===== src/rtl/exu_muldiv_seq.sv =====
// exu_muldiv_seq
//   Multi-cycle RV64M multiply/divide sequencer sitting beside the
//   single-cycle EXU. Requests arrive on a valid/ready channel, are run
//   through an iterative shift-add multiplier or a restoring divider, and
//   the result is returned on a valid/ready response channel.
//
// Ports
//   clk         sole clock, rising edge
//   rst         synchronous active-low reset
//   req_valid   request present
//   req_ready   request can be accepted (IDLE)
//   req_op      0 MUL,1 MULH,2 MULHSU,3 MULHU,4 DIV,5 DIVU,6 REM,7 REMU
//   req_word    *W variant (ignored for ops 1-3)
//   req_a       rs1 value
//   req_b       rs2 value
//   flush       abort the in-flight op, no response produced
//   resp_valid  result present
//   resp_ready  consumer takes the result
//   resp_data   result, held stable while resp_valid is high
//   busy        state != IDLE
//
// Configuration
//   MULDIV_EARLY_OUT_EN : multiply leaves CALC once the remaining multiplier
//                         bits are all zero (minimum one CALC cycle).
module exu_muldiv_seq #(
    parameter int unsigned XLEN = 64
) (
    input  logic            clk,
    input  logic            rst,
    input  logic            req_valid,
    output logic            req_ready,
    input  logic [2:0]      req_op,
    input  logic            req_word,
    input  logic [XLEN-1:0] req_a,
    input  logic [XLEN-1:0] req_b,
    input  logic            flush,
    output logic            resp_valid,
    input  logic            resp_ready,
    output logic [XLEN-1:0] resp_data,
    output logic            busy
);

    typedef enum logic [1:0] {IDLE, CALC, FIX, DONE} state_t;

    localparam logic [2:0] OP_MUL    = 3'd0;
    localparam logic [2:0] OP_MULH   = 3'd1;
    localparam logic [2:0] OP_MULHSU = 3'd2;

    state_t state, state_nxt;

    logic [2:0]        op_q;
    logic              word_q;
    logic              neg_q;
    logic [6:0]        cnt;
    logic [2*XLEN-1:0] acc;     // product (mul) / partial remainder in [XLEN:0] (div)
    logic [2*XLEN-1:0] mcand;   // shifted multiplicand (mul) / divisor in [XLEN-1:0] (div)
    logic [XLEN-1:0]   mplier;  // remaining multiplier (mul) / dividend-quotient shift reg (div)

    // Request decode
    logic            is_div, word_eff, a_signed, b_signed, a_neg, b_neg;
    logic            div_zero, div_ovf, fast, accept;
    logic [XLEN-1:0] a_ext, b_ext, a_mag, b_mag, min_int, fast_res;

    always_comb begin
        is_div   = req_op[2];
        word_eff = req_word && (is_div || req_op == OP_MUL);
        a_signed = (req_op == OP_MULH) || (req_op == OP_MULHSU) || (is_div && !req_op[0]);
        b_signed = (req_op == OP_MULH) || (is_div && !req_op[0]);
        a_ext    = req_a;
        b_ext    = req_b;
        if (word_eff) begin
            a_ext = {{(XLEN-32){a_signed & req_a[31]}}, req_a[31:0]};
            b_ext = {{(XLEN-32){b_signed & req_b[31]}}, req_b[31:0]};
        end
        a_neg    = a_signed && a_ext[XLEN-1];
        b_neg    = b_signed && b_ext[XLEN-1];
        a_mag    = a_neg ? -a_ext : a_ext;
        b_mag    = b_neg ? -b_ext : b_ext;
        min_int  = word_eff ? {{(XLEN-31){1'b1}}, 31'b0} : {1'b1, {(XLEN-1){1'b0}}};
        div_zero = is_div && (b_ext == '0);
        div_ovf  = is_div && !req_op[0] && (a_ext == min_int) && (b_ext == '1);
        fast     = div_zero || div_ovf;
        if (div_zero) begin
            if (req_op[1])
                fast_res = word_eff ? {{(XLEN-32){req_a[31]}}, req_a[31:0]} : req_a;
            else
                fast_res = '1;
        end else begin
            fast_res = req_op[1] ? '0 : a_ext;
        end
    end

    // One restoring-division step
    logic [XLEN:0] r_shift, r_diff;
    logic          r_ge;

    always_comb begin
        r_shift = {acc[XLEN-1:0], mplier[XLEN-1]};
        r_diff  = r_shift - {1'b0, mcand[XLEN-1:0]};
        r_ge    = !r_diff[XLEN];
    end

    logic early;
`ifdef MULDIV_EARLY_OUT_EN
    assign early = !op_q[2] && (mplier[XLEN-1:1] == '0);
`else
    assign early = 1'b0;
`endif

    logic calc_last;
    assign calc_last = (cnt == 7'd1) || early;

    // Sign fix-up and result selection
    logic [2*XLEN-1:0] prod;
    logic [XLEN-1:0]   dres, res;

    always_comb begin
        prod = neg_q ? -acc : acc;
        dres = op_q[1] ? acc[XLEN-1:0] : mplier;
        if (neg_q)
            dres = -dres;
        if (op_q[2])
            res = dres;
        else if (op_q == OP_MUL)
            res = prod[XLEN-1:0];
        else
            res = prod[2*XLEN-1:XLEN];
        if (word_q)
            res = {{(XLEN-32){res[31]}}, res[31:0]};
    end

    // FSM
    always_comb begin
        state_nxt  = state;
        accept     = 1'b0;
        req_ready  = (state == IDLE);
        busy       = (state != IDLE);
        resp_valid = (state == DONE);
        unique case (state)
            IDLE: begin
                accept = req_valid && !flush;
                if (accept)
                    state_nxt = fast ? DONE : CALC;
            end
            CALC: if (calc_last) state_nxt = FIX;
            FIX:  state_nxt = DONE;
            DONE: if (resp_ready) state_nxt = IDLE;
            default: state_nxt = IDLE;
        endcase
        if (flush)
            state_nxt = IDLE;
    end

    always_ff @(posedge clk) begin
        if (!rst)
            state <= IDLE;
        else
            state <= state_nxt;
    end

    // Datapath
    always_ff @(posedge clk) begin
        if (!rst) begin
            op_q      <= '0;
            word_q    <= 1'b0;
            neg_q     <= 1'b0;
            cnt       <= '0;
            acc       <= '0;
            mcand     <= '0;
            mplier    <= '0;
            resp_data <= '0;
        end else begin
            case (state)
                IDLE: if (accept) begin
                    op_q   <= req_op;
                    word_q <= word_eff;
                    neg_q  <= (is_div && req_op[1]) ? a_neg : (a_neg ^ b_neg);
                    cnt    <= word_eff ? 7'd32 : 7'd64;
                    acc    <= '0;
                    if (fast) begin
                        resp_data <= fast_res;
                    end else if (is_div) begin
                        mcand  <= {{XLEN{1'b0}}, b_mag};
                        // Word dividends are pre-aligned so the MSB-first loop starts at bit 31.
                        mplier <= word_eff ? (a_mag << 32) : a_mag;
                    end else begin
                        mcand  <= {{XLEN{1'b0}}, a_mag};
                        mplier <= b_mag;
                    end
                end
                CALC: begin
                    cnt <= cnt - 7'd1;
                    if (op_q[2]) begin
                        acc    <= {{(XLEN-1){1'b0}}, (r_ge ? r_diff : r_shift)};
                        mplier <= {mplier[XLEN-2:0], r_ge};
                    end else begin
                        if (mplier[0])
                            acc <= acc + mcand;
                        mcand  <= mcand << 1;
                        mplier <= mplier >> 1;
                    end
                end
                FIX: resp_data <= res;
                default: ;
            endcase
        end
    end

endmodule


===== config.mk =====
export PLATFORM = sky130hd
export DESIGN_NAME = exu_muldiv_seq
export DESIGN_NICKNAME = d
export VERILOG_FILES = /design/src/rtl/exu_muldiv_seq.sv
export SDC_FILE = /design/constraint.sdc
export NUM_CORES = 2
export LEC_CHECK = 0
export BUFFER_PORTS_ARGS = -buffer_cell sky130_fd_sc_hd__buf_2
export CAP_MARGIN = 20
export CORE_MARGIN = 3
export CORE_UTILIZATION = 35
export CTS_CLUSTER_DIAMETER = 150
export DETAILED_ROUTE_END_ITERATION = 12
export PLACE_DENSITY_LB_ADDON = 0.15
export SYNTH_ARGS = -nofsm -noshare
export SYNTH_HDL_FRONTEND = slang
export SYNTH_SLANG_ARGS = --single-unit

===== constraint.sdc =====
create_clock -name clk -period 15.85 [get_ports clk]
set_input_delay 3.17 -clock clk [delete_from_list [all_inputs] [get_ports clk]]
set_output_delay 3.17 -clock clk [all_outputs]
set_load 0.03 [all_outputs]

==> impl_results.md <==
* Status: finished clean
* Largest stage delay, worst path at approximately 0.72 ns
* Placeable Area at between 0.1 and 0.15 mm^2
* Hold buffer count at cts at 0
* Most used cell, CP: buf_4
* I/O Buffers at 203
* Yosys Warn Count at 0
* Clock sink total at slightly below 400
* Leak pwr at approximately 18 nW
* First-pass GRT wire length at around 320000 um
* Antenna Nets Post-Route at 0
* Routed len/inst at 29.5 um
* Syn-to-layout area delta at 9.36%
* DRC viols at 0
* Slowest cell on the critical path: buf_4
* Seq/Total Area, Yosys at 0.187
* # nets final at approximately 6400
* Io pins at 204
* Routability Congestion at between 1 and 1.5
* Hpwl dp at approximately 180000 um
* Rows at 127
* Distinct cell type count after synthesis at 96
* Mean Syn Cell Area at a little under 7 um^2
* Worst hold path class: reg -> reg
* Die Span X at 354 um
* Via count at a little under 50000
* Root buf cell: clkbuf_16
* CP startpoint kind: input port
* CTS tree: yes
* Pin count of the biggest net entering global routing at around 200
* Top_reg_cell synth: dfxtp_1
* Final period utilization at 0.538
* Post-Syn Area at 0.0425 mm^2
* Total grt overflow at 0
* CP cell instances: buf_4, o21bai_1, and2_2, buf_4, nor2_1, a2111oi_2, nand2b_1, nor3b_2, buf_4, a41o_1, a21oi_2, buf_4, o21ai_4, buf_4, buf_4, a21oi_1, a221oi_1
* Vias/cell at between 6 and 7
* VDD IR max at 0.0000810 V
* Hold WS at approximately 0.45 ns
* Drt total wl at about 230000 um
* Worst-Skew Late Latency at just under 0.7 ns
* Max-Cap Viols at 0
* Die height at 354 um
* Final TNS setup at 0 ns
* Starting Density at 0.353
* Tot GR Track Use at 0.343
* # H-tree levels at 2
* Antenna violations before repair at 11
* Minimum clock period at 8.53 ns
* Setup Viol. Count Final at 0
* PD cells at 70.1 mW/mm^2
* Slew Viols, Final at 0
* Fmax achieved at between 100 and 150 MHz
* Post-synth EDFFs at 0
* Cts bufs inserted at roughly 50
* Post-cts resize count at 0
* Post-Syn Instances at between 6000 and 7000
* First-pass detailed-route iteration total at 6
* Crit end category: register
* Headroom to the max-slew limit at 0.190
* Post-Layout Cell Count at just under 8000
* Die ar. at approximately 0.13 mm^2
* RSZ-0062 raised after global routing: no
* Clock Tree Buf Depth at 3
* CTS clock-pin slew for the worst setup and hold paths at roughly 0.06 ns
* Async SR Flop Fraction at 0
* Yosys reg bits at 398
* Crit path DAT at about 9.1 ns
* Final worst slack at between 7 and 8 ns
* Share of layout cells above drive strength 1 at 0.0847
* Slew @ Worst Pin at between 1 and 1.5 ns
* Vias in the first global route at between 40000 and 50000
* Iteration-0 DRC Markers at roughly 6400
* Worst slack at placement at ~6.8 ns
* Worst Path Max Fanout at 100
* Post-Place Cells at 7606
* Worst Path Required at around 16 ns
* Synth Net Count at approximately 6500
* Skew final at approximately 0.060 ns
* Final hold viol count at 0
* Setup bufs post-CTS at 0
* Kind of critical path: in -> reg
## cells by family after synthesis
| family | synth area share |
|---|---|
| adder cells (fa/ha/maj) | 0.0607 |
| flip-flops | 0.187 |
| buffers and inverters | 0.0593 |
| multiplexers | 0.0445 |
| XOR/XNOR | 0.0925 |
| AND/OR/NAND/NOR | 0.227 |
| AO/OA/AOI/OAI | 0.328 |
## final cells by class
type,instances,area (um^2)
Fill cell,13001,73800
Timing Repair Buffer,324,1960
Tap cell,1612,2020
Antenna cell,1,2.50
Sequential cell,398,7980
Clock inverter,22,348
Multi-Input combinational cell,5116,32100
Clock buffer,70,1420
Inverter,160,606
## registers in the layout, summed over array words and instances (netlist names)
name and flops:
resp_data 64, state 2, cnt 7, word_q 1
op_q 3, acc 128, mcand 128, neg_q 1
mplier 64
## routing by layer
| metal | track usage | wire length, um |
|---|---|---|
| met1 | 0.457 | 95200 |
| met2 | 0.519 | 97400 |
| met3 | 0.0682 | 20400 |
| met4 | 0.182 | 14100 |
| met5 | 0 | 34 |
## cell usage after synthesis, drive strengths merged (61+ instances only)
| library cell | n | area share |
|---|---|---|
| o21bai | 61 | 0.011 |
| nor4 | 72 | 0.012 |
| nand3 | 109 | 0.013 |
| o21ai | 524 | 0.062 |
| o211ai | 66 | 0.012 |
| inv | 156 | 0.014 |
| mux2i | 163 | 0.038 |
| a22oi | 108 | 0.019 |
| xnor2 | 247 | 0.051 |
| ha | 203 | 0.060 |
| buf | 85 | 0.010 |
| o31ai | 79 | 0.014 |
| dfxtp | 398 | 0.19 |
| a31oi | 68 | 0.010 |
| xor2 | 202 | 0.042 |
| a211oi | 181 | 0.032 |
| nand2 | 660 | 0.058 |
| clkbuf | 388 | 0.035 |
| a21oi | 646 | 0.076 |
| nor3 | 165 | 0.020 |
| nand4 | 114 | 0.017 |
| a21o | 123 | 0.022 |
| nor2 | 627 | 0.056 |
## final timing paths
| path | from | endpoint | slack (ns) | cells after the start |
|---|---|---|---|---|
| worst max-delay path | req_op[2] | mcand[51] | 7.32 | 17 |
| worst min-delay path | resp_data[37] | resp_data[37] | 0.45 | 2 |
| worst min register to register | resp_data[37] | resp_data[37] | 0.45 | 2 |
| worst max register to register | acc[20] | acc[18] | 8.70 | 20 |
## power breakdown
part	internal, mW	total (mW)	switching (mW)	leakage (nW)
combinational	0.265	0.909	0.644	13.7
clock	0.730	1.26	0.535	0.845
sequential	1.03	1.09	0.0594	3.23
## stage by stage
step                      cell area [um^2]  power, mW   util
final                                46500       3.26  0.386
after global placement               44700       1.98  0.371
after floorplan                      42500       1.61      -
after global routing                 46500       3.35  0.386
after detailed placement             44700       1.98  0.371
after CTS                            46400       3.24  0.386
## worst max-delay path: cells and delay by family
family | cells | cell delay, ns
buffers and inverters | 6 | 3.03
and+or+nand+nor | 4 | 0.71
AOI/OAI and AO/OA | 7 | 1.99
## placed cells by master, fill, tap and decap left out, types with 109 or more instances in the layout
cell | netlist | routed
a21o_1 | 123 | 122
nand4_1 | 113 | 113
nor2_1 | 626 | 622
nor3_1 | 164 | 161
a211oi_1 | 181 | 181
buf_2 | 49 | 202
a21oi_1 | 646 | 643
nand2_1 | 660 | 659
inv_1 | 155 | 153
xnor2_1 | 247 | 247
mux2i_1 | 163 | 163
nand3_1 | 109 | 109
xor2_1 | 202 | 202
ha_1 | 203 | 200
dfxtp_1 | 398 | 395
buf_4 | 3 | 117
o21ai_0 | 519 | 519
(Power assumes the default switching activity.)
